[src/rtl/sm_arith_pkg.sv]
// rtl/sm_arith_pkg.sv - shared types and helpers for the signed-magnitude arithmetic blocks
package sm_arith_pkg;

  // Sequencer states of the iterative divider
  typedef enum logic [1:0] {
    ST_IDLE = 2'd0,
    ST_CALC = 2'd1,
    ST_DONE = 2'd2
  } sm_div_state_e;

  // Signed-magnitude results never show negative zero: drop the sign on a zero magnitude.
  // The magnitude is passed zero-extended to 32 bits so any block width up to 32 can share it.
  function automatic logic sm_fix_sign(input logic sign, input logic [31:0] mag);
    return sign & (mag != 32'd0);
  endfunction

endpackage

[src/rtl/sm_div_step.sv]
// rtl/sm_div_step.sv - one combinational restoring-division step
module sm_div_step #(
  parameter int M = 7
) (
  input  logic [M:0]   i_rem,
  input  logic         i_bit,
  input  logic [M-1:0] i_div,
  output logic [M:0]   o_rem,
  output logic         o_qbit
);

  logic [M+1:0] w_shift;
  logic [M+1:0] w_diff;
  logic         w_neg;

  // Shift in the next dividend bit, trial-subtract the divisor, restore when negative
  always_comb begin
    w_shift = {i_rem, i_bit};
    w_diff  = w_shift - {2'b00, i_div};
    w_neg   = w_diff[M+1];
    o_qbit  = ~w_neg;
    o_rem   = w_neg ? w_shift[M:0] : w_diff[M:0];
  end

endmodule

[src/rtl/sm_divider_seq.sv]
// rtl/sm_divider_seq.sv - multi-cycle signed-magnitude restoring divider
module sm_divider_seq
  import sm_arith_pkg::*;
#(
  parameter int WIDTH = 8
) (
  input  logic             clk,
  input  logic             rst,
  input  logic             start,
  input  logic [WIDTH-1:0] numerator,
  input  logic [WIDTH-1:0] denominator,
  output logic             busy,
  output logic             done,
  output logic [WIDTH-1:0] quotient,
  output logic [WIDTH-1:0] remainder,
  output logic             divbyzero,
  output logic             zero
);

  localparam int M  = WIDTH - 1;
  localparam int CW = $clog2(WIDTH);
  localparam logic [CW-1:0] LAST_STEP = CW'(M - 1);

  sm_div_state_e    r_state;
  sm_div_state_e    w_state_next;
  logic [CW-1:0]    r_cnt;
  logic [M:0]       r_rem;
  // Dividend bits shift out of the top while quotient bits shift in at the bottom
  logic [M-1:0]     r_nq;
  logic [M-1:0]     r_dmag;
  logic             r_nsign;
  logic             r_dsign;
  logic [WIDTH-1:0] r_quotient;
  logic [WIDTH-1:0] r_remainder;
  logic             r_divbyzero;
  logic             r_zero;

  logic             w_den_zero;
  logic             w_last;
  logic             w_qbit;
  logic [M:0]       w_rem_next;
  logic [M-1:0]     w_qmag;
  logic [M-1:0]     w_rmag;
  logic             w_qsign;
  logic             w_rsign;

  sm_div_step #(
    .M(M)
  ) u_step (
    .i_rem (r_rem),
    .i_bit (r_nq[M-1]),
    .i_div (r_dmag),
    .o_rem (w_rem_next),
    .o_qbit(w_qbit)
  );

  assign w_den_zero = (denominator[M-1:0] == '0);
  assign w_last     = (r_cnt == LAST_STEP);
  assign w_qmag     = {r_nq[M-2:0], w_qbit};
  assign w_rmag     = w_rem_next[M-1:0];
  assign w_qsign    = sm_fix_sign(r_nsign ^ r_dsign, 32'(w_qmag));
  assign w_rsign    = sm_fix_sign(r_nsign, 32'(w_rmag));

  assign busy      = (r_state != ST_IDLE);
  assign done      = (r_state == ST_DONE);
  assign quotient  = r_quotient;
  assign remainder = r_remainder;
  assign divbyzero = r_divbyzero;
  assign zero      = r_zero;

  // Next-state selection: accept in IDLE, iterate M steps, single DONE cycle
  always_comb begin
    w_state_next = r_state;
    case (r_state)
      ST_IDLE: begin
        if (start) begin
          w_state_next = w_den_zero ? ST_DONE : ST_CALC;
        end
      end
      ST_CALC: begin
        if (w_last) begin
          w_state_next = ST_DONE;
        end
      end
      ST_DONE: w_state_next = ST_IDLE;
      default: w_state_next = ST_IDLE;
    endcase
  end

  // State, operand capture, iteration datapath and result registers
  always_ff @(posedge clk) begin
    if (rst) begin
      r_state     <= ST_IDLE;
      r_cnt       <= '0;
      r_rem       <= '0;
      r_nq        <= '0;
      r_dmag      <= '0;
      r_nsign     <= 1'b0;
      r_dsign     <= 1'b0;
      r_quotient  <= '0;
      r_remainder <= '0;
      r_divbyzero <= 1'b0;
      r_zero      <= 1'b0;
    end else begin
      r_state <= w_state_next;
      case (r_state)
        ST_IDLE: begin
          if (start) begin
            r_nsign <= numerator[M];
            r_dsign <= denominator[M];
            r_nq    <= numerator[M-1:0];
            r_dmag  <= denominator[M-1:0];
            r_rem   <= '0;
            r_cnt   <= '0;
            if (w_den_zero) begin
              r_quotient  <= '0;
              r_remainder <= '0;
              r_divbyzero <= 1'b1;
              r_zero      <= 1'b1;
            end
          end
        end
        ST_CALC: begin
          r_rem <= w_rem_next;
          r_nq  <= w_qmag;
          r_cnt <= r_cnt + CW'(1);
          if (w_last) begin
            r_quotient  <= {w_qsign, w_qmag};
            r_remainder <= {w_rsign, w_rmag};
            r_divbyzero <= 1'b0;
            r_zero      <= (w_rmag == '0);
          end
        end
        default: ;
      endcase
    end
  end

endmodule

[config.mk]
export PLATFORM = sky130hd
export DESIGN_NAME = sm_divider_seq
export DESIGN_NICKNAME = d
export VERILOG_FILES = /design/src/rtl/sm_arith_pkg.sv /design/src/rtl/sm_div_step.sv /design/src/rtl/sm_divider_seq.sv
export SDC_FILE = /design/constraint.sdc
export NUM_CORES = 1
export LEC_CHECK = 0
export ABC_CLOCK_PERIOD_IN_PS = 3300
export BUFFER_PORTS_ARGS = -buffer_cell sky130_fd_sc_hd__buf_4
export CAP_MARGIN = 20
export CORE_MARGIN = 4
export CORE_UTILIZATION = 55
export CTS_CLUSTER_DIAMETER = 200
export DETAILED_ROUTE_END_ITERATION = 16
export GPL_TIMING_DRIVEN = 0
export PLACE_DENSITY = 0.88
export SYNTH_ARGS = -nofsm -noshare
export SYNTH_HDL_FRONTEND = slang
export SYNTH_SLANG_ARGS = --single-unit
[constraint.sdc]
create_clock -name clk -period 3.3 [get_ports clk]
set_input_delay 0.33 -clock clk [delete_from_list [all_inputs] [get_ports clk]]
set_output_delay 0.33 -clock clk [all_outputs]
set_load 0.005 [all_outputs]
-- Yosys cells after proc, flatten, opt, wreduce, memory -nomap -nowiden
Index checks and enable logic that the tools add are counted.
- bits in registers: 47
- memories: 0
- memory bits (read-only): 0
- word-level logic and storage cells: 57
- memory bits (writable): 0
- bits in latches: 0
- reductions and logical operators: 11
- div/mod/pow operators: 0
- $lt $le $gt $ge: 0
- equal/unequal tests: 6
- mux-type cells: 23
- bitwise operators: 4
- add/subtract/negate cells: 2
- shift operators: 0
- multiply operators: 0
- operators by type and width (operator ; count):
    2-to-1 mux 8 bit ; 6
    case mux 8 bit (2 select lines) ; 3
    zero test 7 bit ; 2
    case mux 7 bit (2 select lines) ; 1
    nonzero test 7 bit ; 2
    subtractor 9 x 7 -> 9 bit ; 1
    2-to-1 mux 7 bit ; 1
    2-to-1 mux 2 bit ; 3
    != test 2 bit, second input constant ; 3
    case mux 3 bit (2 select lines) ; 1
    AND reduction 2 bit ; 3
    2-to-1 mux 1 bit ; 4
    case mux 1 bit (2 select lines) ; 2
    case mux 2 bit (2 select lines) ; 1
    AND reduction 4 bit ; 1
    nonzero test 2 bit ; 2
    adder 3 x 1 -> 3 bit, second input constant ; 1
    equality test 3 bit, second input constant ; 1
    2-to-1 mux 3 bit ; 1
    AND 1 bit ; 2
    equality test 2 x 1 -> 1 bit, second input constant ; 1
    equality test 2 bit, second input constant ; 1
    zero test 2 bit ; 1
    inverter 1 bit ; 1
    bitwise XOR 1 bit ; 1

-- Depth between registers and ports, before layout
- depth after elaboration: 6
- gate-level depth with buffers: 11
- gate-level depth less buffers: 10

-- By module
Synthesis repeated with hierarchy kept, for this count alone.
- cells, all modules: 287
- area total of the unflattened synthesis: 2458.6 um^2
- by module, submodules not included (module ; cells each ; area each (um^2) ; instances ; sequential area each (um^2)):
    sm_divider_seq ; 228 ; 1978.1 ; 1 ; 940.9
    sm_div_step ; 59 ; 480.5 ; 1 ; 0.0

-- Least setup slack after synthesis
Ideal clock, no wire load.
- path type: register to register
- start point: register r_nq[6]
- end point: register r_quotient[7], in the netlist quotient[7]
- path buffers: 1
- cell stages (with the launch flop): 12
- setup slack: 885 ps
- arrival time: 2280 ps
- cell sequence: dfxtp_1 inv_1 ha_1 inv_1 fa_1 a211o_1 a211oi_2 o21ai_2 xor2_2 buf_6 o41ai_2 o31ai_1
- word-level cells in the longest chain between the ends: 6
- RTL lines (element ; RTL line ; source):
    from (decl) ; sm_divider_seq.sv:29 ; logic [M-1:0] r_nq;
    from (signal assigned) ; sm_divider_seq.sv:111 ; r_nq <= numerator[M-1:0];
    from (signal assigned) ; sm_divider_seq.sv:125 ; r_nq <= w_qmag;
    subtractor 9 x 7 -> 9 bit ; sm_div_step.sv:19 ; w_diff = w_shift - {2'b00, i_div};
    inverter 1 bit ; sm_div_step.sv:21 ; o_qbit = ~w_neg;
    nonzero test 7 bit ; sm_arith_pkg.sv:14 ; return sign & (mag != 32'd0);
    AND 1 bit ; sm_arith_pkg.sv:14 ;
    2-to-1 mux 8 bit ; sm_divider_seq.sv:127 ; if (w_last) begin
    case mux 8 bit (2 select lines) ; sm_divider_seq.sv:106 ; case (r_state)
    to (signal assigned) ; sm_divider_seq.sv:128 ; r_quotient <= {w_qsign, w_qmag};
    to (decl) ; sm_divider_seq.sv:33 ; logic [WIDTH-1:0] r_quotient;
Every way passes these cells. The select of a mux whose other input is x is not followed.
A chain may end at the register's enable or synchronous reset.

-- Final worst setup path
- start point: register r_nq[6]
- end point: register r_rem[0]
- word-level cells in the longest chain between the ends: 3
- RTL lines (element ; RTL line ; source):
    subtractor 9 x 7 -> 9 bit ; sm_div_step.sv:19 ;
    2-to-1 mux 8 bit (*) ; sm_div_step.sv:22 ; o_rem = w_neg ? w_shift[M:0] : w_diff[M:0];
    case mux 8 bit (2 select lines) (*) ; sm_divider_seq.sv:106 ;
    to (signal assigned) ; sm_divider_seq.sv:124 ; r_rem <= w_rem_next;
    to (decl) ; sm_divider_seq.sv:27 ; logic [M:0] r_rem;
Mark *: on every way between the ends. The rest lies on a longest branch, timed or not.

==> summary.md <==
| Metric | Value |
|---|---|
| Syn. warnings | `0` |
| Area of the die | `5070 um^2` |
| Family with the most delay on the worst path | `compound AO/OA/AOI/OAI gates` |
| Number of remaining DRC errors | `0` |
| Count of port buffers added during placement | `38` |
| WL/cell | `14.4 um` |
| NumNets Final | `336` |
| Power per Cell Area | `537 nW/um^2` |
| Cell area after synthesis | `2200 um^2` |
| Setup total negative slack | `0 ps` |
| Global-route usage over all layers | `slightly above 20%` |
| Number of synthesized register bits | `47` |
| Standby leakage power | `0.00109 uW` |
| Worst path slowest cell | `sky130_fd_sc_hd__fa_1` |
| Area added between synthesis and finish | `20.9%` |
| Critical Path Max Stage Delay | `420 ps` |
| Max Transition Viols Final | `0` |
| Post-Synth Adder-Cell Area | `6.03%` |
| GRT overflow | `0` |
| Clock root buffer master | `sky130_fd_sc_hd__clkbuf_8` |
| Hold-fix buffer count after cts | `0` |
| EDFF count, synth | `0` |
| Maximum fanout along the worst path | `10` |
| Library cell appearing most often on the critical path | `sky130_fd_sc_hd__inv_1` |
| Initial detailed-routing violation count | `179` |
| Share of synthesized area occupied by flip-flops and latches | `42.8%` |
| Synth top area share | `42.8%` |
| Endpoints failing hold | `0` |
| Setup Buffers After CTS | `0` |
| Required arrival time at the worst endpoint | `around 3600 ps` |
| Largest net degree at the start of global routing | `17` |
| CTS clk-pin slew, worst paths | `around 90 ps` |
| IR Drop Worst-Case VDD | `362 uV` |
| Number of maximum-capacitance violations | `0` |
| Compound-gate portion of the synthesized area | `22.9%` |
| Initial standard-cell utilization of the core | `about three fifths` |
| Synth cell types | `41` |
| Setup clock skew after layout | `8.67 ps` |
| Post-detailed-routing wire length | `5140 um` |
| Placeable core region | `3770 um^2` |
| Outcome | `finished, final reports clean` |
| Worst hold slack after final layout | `271 ps` |
| Mux share of post-synthesis cell area | `between 3 and 4%` |
| Setup crit end kind | `flip-flop` |
| Unrepaired setup endpoints after global routing | `no` |
| Xor/xnor share of the synthesized area | `1.94%` |
| 1st-pass router iterations | `4` |
| Via-to-Cell Ratio | `5.62` |
| Critical path buffers and inverters | `3` |
| Count of vias placed by the detailed router | `1,999` |
| Chip width | `71.2 um` |
| Number of global-route vias before repair | `approximately 1,800` |
| Post-synthesis average cell area | `8.39 um^2` |
| Slew margin rel. | `a little under two fifths` |
| Count of final setup violators | `0` |
| Syn_nets | `around 290` |
| Worst Max-Slew Pin Slew | `933 ps` |
| Vertical die dimension | `71.2 um` |
| Category of the most critical setup path | `flip-flop to flip-flop` |
| Path class of the lowest-slack min-delay path | `input port to flip-flop` |
| Global-route wire length before repair | `8240 um` |
| Final ANT Viol Nets | `0` |
| Final non-filler cell total | `around 360` |
| Clk sink count | `47` |
| Worst setup SP type | `flip-flop` |
| Main combinational cell family by area after synthesis | `compound AO/OA/AOI/OAI gates` |
| Series of cell instances along the critical path | `inv_1, ha_1, inv_1, fa_1, a211o_1, a211oi_2, o21ai_2, xor2_2, buf_6, mux2i_1, a22o_1` |
| Instance count of the mapped netlist | `262` |
| Share of final-layout standard cells stronger than drive strength 1 | `between 10% and 20%` |
| Boundary pin count | `39` |
| Arrival time at the worst endpoint | `3070 ps` |
| Inserted Diodes | `0` |
| Weighted congestion reported at the end of routability-driven placement | `0.890` |
| DPL Wire Length | `3800 um` |
| Quantity of gates resized following cts | `0` |
| Final worst-path cycle share | `85.5%` |
| TritonCTS clock tree | `built` |
| Main area contributors after synthesis | `sky130_fd_sc_hd__dfxtp_1, sky130_fd_sc_hd__nand2_1, sky130_fd_sc_hd__a21oi_1` |
| Number of instances in the placed design | `about 350` |
| Clock latency at the later pin of the worst-skew pair | `300 ps` |
| Max frequency | `about 350 MHz` |
| Simple-gate share of the synthesized area | `18.5%` |
| Buffer depth of the longest clock path | `2` |
| Layout filler cell count | `305` |
| Clock buffers created by TritonCTS | `5` |
| Share of synthesized registers carrying an async set or reset | `0%` |
| Cell type with the largest total area after synthesis | `sky130_fd_sc_hd__dfxtp_1` |
| CTS H-Tree Depth | `2` |
| Num rows | `22` |
| Antenna violations before repair | `0` |
| Clock period minus final worst setup slack | `2820 ps` |
| Most frequently used flop master after synthesis | `sky130_fd_sc_hd__dfxtp_1` |
flip-flops by register name, indices dropped and copies added, names as in the netlist:
| register | cells |
|---|---|
| divbyzero | 1 |
| quotient | 8 |
| r_cnt | 3 |
| r_dmag | 7 |
| r_dsign | 1 |
| r_nq | 7 |
| r_nsign | 1 |
| r_rem | 8 |
| r_state | 2 |
| remainder | 8 |
| zero | 1 |
logic make-up after synthesis:
group | count (synthesis)
AND/OR/NAND/NOR | 95
AO/OA/AOI/OAI | 76
flip-flops | 47
buffers and inverters | 22
adder cells (fa/ha/maj) | 10
multiplexers | 8
XOR/XNOR | 4
layout by cell type (no fill, tap or decap), drive strengths merged, types with 2 or more instances in the layout:
cell type  netlist  routed
nand3b           2       2
a22oi           14      14
o21ai           18      18
nor3             5       5
clkbuf           7      12
a22o             3       3
o21a             5       5
nor4             2       2
a211oi           3       3
nor2            29      29
nand2b           2       2
nand3            2       2
buf              3      41
ha               9       9
nor2b            3       3
inv             12      13
nand2           46      46
o31a             2       2
dfxtp           47      47
xor2             3       3
a21oi           23      23
mux2i            7       7
through the flow:
| step | power [uW] | cell area, um^2 | setup WS [ps] | util, % |
|---|---|---|---|---|
| 3_3_place_gp | 991 | 2540 | 607 | 67.5 |
| 4_1_cts | 1430 | 2660 | 510 | 70.5 |
| 5_1_grt | 1490 | 2660 | 380 | 70.5 |
| 2_1_floorplan | 916 | 2200 | 885 | - |
| 6_report | 1430 | 2660 | 479 | 70.5 |
| 3_5_place_dp | 1000 | 2540 | 534 | 67.5 |
synth_stat cells, types with 3 or more instances:
| cell type | instances |
|---|---|
| sky130_fd_sc_hd__o21ai_0 | 17 |
| sky130_fd_sc_hd__o21a_1 | 5 |
| sky130_fd_sc_hd__a22o_1 | 3 |
| sky130_fd_sc_hd__inv_1 | 12 |
| sky130_fd_sc_hd__a22oi_1 | 14 |
| sky130_fd_sc_hd__ha_1 | 9 |
| sky130_fd_sc_hd__dfxtp_1 | 47 |
| sky130_fd_sc_hd__nor2_1 | 29 |
| sky130_fd_sc_hd__a21oi_1 | 23 |
| sky130_fd_sc_hd__nor2b_1 | 3 |
| sky130_fd_sc_hd__nor3_1 | 5 |
| sky130_fd_sc_hd__clkbuf_1 | 7 |
| sky130_fd_sc_hd__nand2_1 | 46 |
| sky130_fd_sc_hd__mux2i_1 | 7 |
power by group:
| group | switching [uW] | leakage, uW | internal [uW] | total, uW |
|---|---|---|---|---|
| sequential | 28.4 | 0.000382 | 594 | 622 |
| clock | 202 | 0.0000548 | 228 | 430 |
| combinational | 210 | 0.000651 | 167 | 376 |
worst reg2reg max path: cells and delay by family, from the launching register on:
| kind | cells | cell delay, ps |
|---|---|---|
| xor gates and xnor gates | 1 | 240 |
| AOI/OAI and AO/OA | 4 | 920 |
| buffers and inverters | 3 | 360 |
| muxes | 1 | 320 |
| DFF | 1 | 340 |
| adders and majority gates | 2 | 590 |
final timing paths:
check / slack (ps) / to / cells after the start / startpoint
worst max register to register: 480 / r_rem[0] / 11 / r_nq[6]
worst min-delay path: 270 / r_nsign / 3 / numerator[7]
worst min register to register: 460 / remainder[5] / 2 / remainder[5]
worst max-delay path: 480 / r_rem[0] / 11 / r_nq[6]
cell type report:
class                   instances  area [um^2]  share of cell area (%)
clock inverters                 3         46.3                    1.74
flip-flops and latches         47          941                    35.4
plain buffers                  10         45.0                    1.69
clock buffers                   5         68.8                    2.59
inverters                      12         45.0                    1.69
multi-input cells             193         1170                    43.9
well taps                      48         60.1                    2.26
repair buffers                 38          285                    10.7
layer usage:
metal,global-route usage [%],wire (um)
met5,0,0
met4,7.52,83
met3,4.63,309
met2,31.1,2430
met1,27.5,2320
Note: power is estimated with default switching activity, not from simulation.
